--- config.mk ---
export PLATFORM = sky130hd
export DESIGN_NAME = elevator_display_encoder
export DESIGN_NICKNAME = d
export VERILOG_FILES = /design/src/rtl/elevator_display_encoder.sv
export SDC_FILE = /design/constraint.sdc
export NUM_CORES = 1
export LEC_CHECK = 0
export BUFFER_PORTS_ARGS = -buffer_cell sky130_fd_sc_hd__buf_4
export CORE_UTILIZATION = 40
export DETAILED_ROUTE_END_ITERATION = 10
export SLEW_MARGIN = 10
export SYNTH_ARGS = -nofsm -noshare
export SYNTH_HDL_FRONTEND = slang
export SYNTH_SLANG_ARGS = --single-unit
--- constraint.sdc ---
create_clock -name clk -period 3.9 [get_ports clk]
set_input_delay 0.39 -clock clk [delete_from_list [all_inputs] [get_ports clk]]
set_output_delay 0.39 -clock clk [all_outputs]
set_load 0.05 [all_outputs]
--- src/rtl/elevator_display_encoder.sv ---
// ---------------------------------------------------------------------------
// elevator_display_encoder
//
// Source end of the elevator 7-segment path. A snapshot of the elevator
// status (floor, travel direction, door state) is taken once per frame and
// shown across four time-multiplexed common-anode digits:
//   slot 0 : floor number (1..3), blank if the floor value is 0
//   slot 1 : direction arrow (up / down, blinking) or "-" when idle
//   slot 2 : "-" while the doors are open, blank otherwise
//   slot 3 : always blank
//
// Ports:
//   clk          system clock
//   rst_n        asynchronous active-low reset
//   floor_in     current floor, 1..3 (0 is invalid and shown blank)
//   dir_in       00 idle, 01 up, 10 down, 11 invalid (shown as idle)
//   door_open    high while the doors are open
//   bin_out      4-bit display code for the binary-to-segment converter
//   anode_n      active-low digit enables, bit i drives digit slot i
//   frame_start  one-cycle pulse that marks the first output of a new frame
//
// Parameters:
//   REFRESH_DIV   clock cycles per digit slot (>= 2)
//   BLINK_FRAMES  frames per direction-blink period (even, >= 2)
// ---------------------------------------------------------------------------
module elevator_display_encoder #(
    parameter int REFRESH_DIV  = 100000,
    parameter int BLINK_FRAMES = 64
) (
    input  logic       clk,
    input  logic       rst_n,
    input  logic [1:0] floor_in,
    input  logic [1:0] dir_in,
    input  logic       door_open,
    output logic [3:0] bin_out,
    output logic [3:0] anode_n,
    output logic       frame_start
);

    localparam int CNT_W   = $clog2(REFRESH_DIV);
    localparam int BLINK_W = $clog2(BLINK_FRAMES);

    localparam logic [CNT_W-1:0]   CNT_MAX    = CNT_W'(REFRESH_DIV - 1);
    localparam logic [BLINK_W-1:0] BLINK_MAX  = BLINK_W'(BLINK_FRAMES - 1);
    localparam logic [BLINK_W-1:0] BLINK_HALF = BLINK_W'(BLINK_FRAMES / 2);

    localparam logic [1:0] DIR_UP   = 2'b01;
    localparam logic [1:0] DIR_DOWN = 2'b10;

    // Display codes understood by the segment converter.
    localparam logic [3:0] CODE_UP      = 4'd4;
    localparam logic [3:0] CODE_DOWN    = 4'd8;
    localparam logic [3:0] CODE_NEUTRAL = 4'd12;
    localparam logic [3:0] CODE_BLANK   = 4'd0;

    localparam logic [3:0] ANODE_OFF = 4'b1111;

    // Counters
    logic [CNT_W-1:0]   refresh_cnt_q, refresh_cnt_d;
    logic [1:0]         slot_q,        slot_d;
    logic [BLINK_W-1:0] blink_cnt_q,   blink_cnt_d;

    // Frame snapshot
    logic [1:0] snap_floor_q, snap_floor_d;
    logic [1:0] snap_dir_q,   snap_dir_d;
    logic       snap_door_q,  snap_door_d;

    // Registered outputs
    logic       snap_taken_q,  snap_taken_d;
    logic       frame_start_q, frame_start_d;
    logic [3:0] bin_q,         bin_d;
    logic [3:0] anode_n_q,     anode_n_d;

    logic slot_end;
    logic frame_end;
    logic blink_off;

    assign slot_end  = (refresh_cnt_q == CNT_MAX);
    assign frame_end = slot_end && (slot_q == 2'd3);
    assign blink_off = (blink_cnt_q >= BLINK_HALF);

    // -----------------------------------------------------------------------
    // Counter and snapshot next-state
    // -----------------------------------------------------------------------
    always_comb begin
        // NOTE: every always_comb target gets a default first so no path
        // through the block leaves it unassigned (which would infer a latch).
        refresh_cnt_d = refresh_cnt_q + CNT_W'(1);
        slot_d        = slot_q;
        blink_cnt_d   = blink_cnt_q;
        snap_floor_d  = snap_floor_q;
        snap_dir_d    = snap_dir_q;
        snap_door_d   = snap_door_q;

        if (slot_end) begin
            refresh_cnt_d = '0;
            slot_d        = slot_q + 2'd1;
        end

        // Inputs are sampled only here, so a frame is never torn by
        // mid-frame input changes.
        if (frame_end) begin
            snap_floor_d = floor_in;
            snap_dir_d   = dir_in;
            snap_door_d  = door_open;
            blink_cnt_d  = (blink_cnt_q == BLINK_MAX) ? '0 : blink_cnt_q + BLINK_W'(1);
        end
    end

    // -----------------------------------------------------------------------
    // Slot decode from the snapshot; registered, so outputs trail the slot
    // and snapshot by one clock.
    // -----------------------------------------------------------------------
    always_comb begin
        bin_d     = CODE_BLANK;
        anode_n_d = ANODE_OFF;

        case (slot_q)
            2'd0: begin
                if (snap_floor_q != 2'd0) begin
                    bin_d     = {2'b00, snap_floor_q};
                    anode_n_d = 4'b1110;
                end
            end
            2'd1: begin
                case (snap_dir_q)
                    DIR_UP: begin
                        if (!blink_off) begin
                            bin_d     = CODE_UP;
                            anode_n_d = 4'b1101;
                        end
                    end
                    DIR_DOWN: begin
                        if (!blink_off) begin
                            bin_d     = CODE_DOWN;
                            anode_n_d = 4'b1101;
                        end
                    end
                    // Idle and the invalid 11 encoding both show a steady "-".
                    default: begin
                        bin_d     = CODE_NEUTRAL;
                        anode_n_d = 4'b1101;
                    end
                endcase
            end
            2'd2: begin
                if (snap_door_q) begin
                    bin_d     = CODE_NEUTRAL;
                    anode_n_d = 4'b1011;
                end
            end
            default: begin
                bin_d     = CODE_BLANK;
                anode_n_d = ANODE_OFF;
            end
        endcase

        // frame_start is delayed one extra clock so it lines up with the
        // first slot-0 output that uses the new snapshot.
        snap_taken_d  = frame_end;
        frame_start_d = snap_taken_q;
    end

    // -----------------------------------------------------------------------
    // State registers
    // -----------------------------------------------------------------------
    always_ff @(posedge clk or negedge rst_n) begin
        if (!rst_n) begin
            refresh_cnt_q <= '0;
            slot_q        <= 2'd0;
            blink_cnt_q   <= '0;
            snap_floor_q  <= 2'd1;
            snap_dir_q    <= 2'b00;
            snap_door_q   <= 1'b0;
            snap_taken_q  <= 1'b0;
            frame_start_q <= 1'b0;
            bin_q         <= CODE_BLANK;
            anode_n_q     <= ANODE_OFF;
        end else begin
            // NOTE: non-blocking assignments so every flop samples the
            // pre-edge value of every other flop, independent of order.
            refresh_cnt_q <= refresh_cnt_d;
            slot_q        <= slot_d;
            blink_cnt_q   <= blink_cnt_d;
            snap_floor_q  <= snap_floor_d;
            snap_dir_q    <= snap_dir_d;
            snap_door_q   <= snap_door_d;
            snap_taken_q  <= snap_taken_d;
            frame_start_q <= frame_start_d;
            bin_q         <= bin_d;
            anode_n_q     <= anode_n_d;
        end
    end

    assign bin_out     = bin_q;
    assign anode_n     = anode_n_q;
    assign frame_start = frame_start_q;

endmodule

==> run summary <==
Post-synth EDFFs - 0
Clk slew on worst S/H paths - 0.08 ns
Clock latency on the worst-skew pair - 0.29 ns
# H-tree levels - 2
Top cell type's share of synthesized area - 45.3%
Congestion Overflow GR - 0
Sw Pwr - 163 µW
CP arrival - 2.37 ns
Fin Setup TNS - 0 ns
Data required, critical path - 4.08 ns
Post-CTS setup buffers - 0
Max clock buf depth - 2
Die W - 71.5 µm
CP Cell Sequence - or4_1 -> nor4_2 -> buf_4 -> nand3_1 -> xnor2_1
Gate Count Post-Synth - 170
Footprint of the multi-input gates - 897 µm²
Critical path class - register to register
Synth Register Bits - 39
Tightest Pin Transition - 0.609 ns
Port Buffers - 14
Hold_buf cts - 0
Synthesized net count - 187
Endpoints failing setup - 0
Hold Crit Class - input pin to async pin
CTS root buf - clkbuf_8
Area delta synth->final - 14.4%
Power per Cell Area - 358 mW/mm²
Final min period - 2.19 ns
Clock power share - 44.0%
RePlAce Congestion - 0.823
Pint - 628 µW
Critical path fanouts, max - 7
1st-iter DRT viols - 69
Crit end category - register
DIE HEIGHT - 71.5 µm
I/O Pins - 16
Mapped Area - 0.00193 mm²
Seq pwr share - 52.1%
Worst hold slack - 0.0616 ns
Max Freq - 0.457 GHz
DR WL/cell - 14.7 µm
Largest net degree at the start of global routing - 40
Layout Nets - 206
Num Clock Sinks - 39
Crit share post-route - 56.1%
YS warnings - 0
CTS buffer count - 5
Total Routing Usage GR - 16.3%
Reg area - 981 µm²
Ys async rst share - 100%
Top post-synthesis cells by area - dfrtp_1, ha_1, xnor2_1
First-pass GRT wire length - 6380 µm
Routed Antenna Nets - 0
Initial core utilization - 42.9%
Worst vdd ir - 0.284 mV
Placed wire-length estimate - 2380 µm
Seq/Total Area, Yosys - 50.7%
Cts repair resizes - 0
Diode count - 0
Leakage dissipation - 1.04 nW
Vias - 1306
Top-count cell post-synth - dfrtp_1
Residual DRC - 0
RSZ-0062 raised after global routing - false
Initial antenna violation count - 0
Slowest library cell on the worst path - nor4_2
# fillers - 415
Share of post-route cells with drive strength above 1 - 22.1%
Setup crit start kind - register
Gate power share - 3.9%
Area leader, netlist - dfrtp_1
CTS tree - done
Main flop type after synthesis - dfrtp_1
Netlist cell types - 39
WL final - 3550 µm
Sw frac - 20.6%
Max-slew violations - 0
Vias in the first global route - 1403
Mean area per synthesized cell - 11.4 µm²
Status - completed
Final Hold Viols - 0
CP peak stage delay - 0.58 ns
Via-to-Cell Ratio - 5.40
1st-pass router iterations - 4
Slew headroom - 59.1%
# rows - 24
Die area - 0.00512 mm²
Synth top cells by count - dfrtp_1, xnor2_1, nand2_1, nor2_1
Skew final - 0.0110 ns
Max_cap viols - 0
Core region area - 0.00450 mm²
==> power groups by stage <==
stage	sequential, mW	combinational (mW)	clock (mW)
floorplan	0.425	0.0105	0
global placement	0.419	0.0310	0
detailed placement	0.420	0.0319	0
CTS	0.412	0.0322	0.361
global route	0.413	0.0356	0.371
finish	0.412	0.0311	0.348
==> worst max-delay path, delay by kind of cell, from the launching register on <==
| kind | cells | cell delay, ns |
|---|---|---|
| buffers and inverters | 1 | 0.26 |
| AND/OR/NAND/NOR | 3 | 1.24 |
| XOR/XNOR | 1 | 0.14 |
| flip-flops | 1 | 0.45 |
==> layer usage <==
metal  vias to the layer above  routed length, µm  share of wire (%)  global-route usage, %
met2                        24               1740                 49                   27.3
met1                       647               1610                 45                   19.8
met4                         0                 81                2.3                   7.63
met3                        10                110                3.1                   3.94
met5                         -                  0                  0                      0
li1                        625                  -                  -                      -
==> per-stage QoR <==
stage               worst slack (ns)  std cells  cell area (µm²)  power [mW]  util [%]
floorplan                       1.93        170             1930       0.435         -
global placement                1.73        234             2090       0.450      46.5
detailed placement              1.71        234             2090       0.452      46.5
CTS                             1.70        242             2210       0.805      49.1
global route                    1.57        242             2210       0.819      49.1
finish                          1.71        242             2210       0.791      49.1
==> logic make-up (layout without fill, tap and decap cells) <==
family / Yosys count / after routing / share of synthesized area (%)
AND/OR/NAND/NOR: 66 / 66 / 20.9
flip-flops: 39 / 39 / 50.7
AO/OA/AOI/OAI: 17 / 17 / 5.70
XOR/XNOR: 17 / 17 / 7.70
buffers and inverters: 13 / 33 / 2.85
adder cells (fa/ha/maj): 10 / 10 / 6.47
multiplexers: 7 / 7 / 5.44
other: 1 / 1 / 0.194
==> cells in the final DEF (no fill, tap or decap), types with 2 or more instances in the layout <==
cell      count
buf_4        15
xnor2_1      13
nor2_1       12
inv_1        10
nor3_1        4
nor2b_1       3
nand3_1      10
and3_1        3
o21ai_0       4
or4_1         2
dfrtp_1      35
dfstp_2       4
ha_1         10
clkbuf_8      6
nand2_1      12
o21ai_1       2
and3b_1       2
xor2_1        4
nand4_1       7
or4b_1        2
a31o_2        2
mux2_4        7
a21oi_1       4
==> worst paths after layout <==
path	depth (start not counted)	slack (ns)	from	end
setup / recovery	5	1.71	refresh_cnt_q[11]$_DFF_PN0_	blink_cnt_q[2]$_DFFE_PN0P_
hold / removal	1	0.06	rst_n	bin_out[2]$_DFF_PN0_
setup reg to reg	5	1.71	refresh_cnt_q[11]$_DFF_PN0_	blink_cnt_q[2]$_DFFE_PN0P_
hold reg to reg	0	0.35	frame_start_d$_DFF_PN0_	frame_start$_DFF_PN0_
max in group asynchronous	1	3.47	rst_n	snap_floor_q[0]$_DFFE_PN1P_
min in group clk	2	0.33	dir_in[0]	snap_dir_q[0]$_DFFE_PN0P_
==> registers in the layout, summed over array words and instances (netlist names) <==
register / flops
frame_start_d: 1
snap_dir_q: 2
refresh_cnt_q: 17
snap_door_q: 1
anode_n: 3
frame_start: 1
snap_floor_q: 2
bin_out: 4
blink_cnt_q: 6
slot_q: 2
==> cell type report <==
type / count / area share (%)
Clock buffer: 6 / 3.74
Clock inverter: 2 / 1.58
Inverter: 10 / 1.70
Multi-Input combinational cell: 118 / 40.6
Sequential cell: 39 / 44.4
Tap cell: 52 / 2.94
Timing Repair Buffer: 15 / 5.09
No activity file was read; power rests on OpenSTA's default activity.
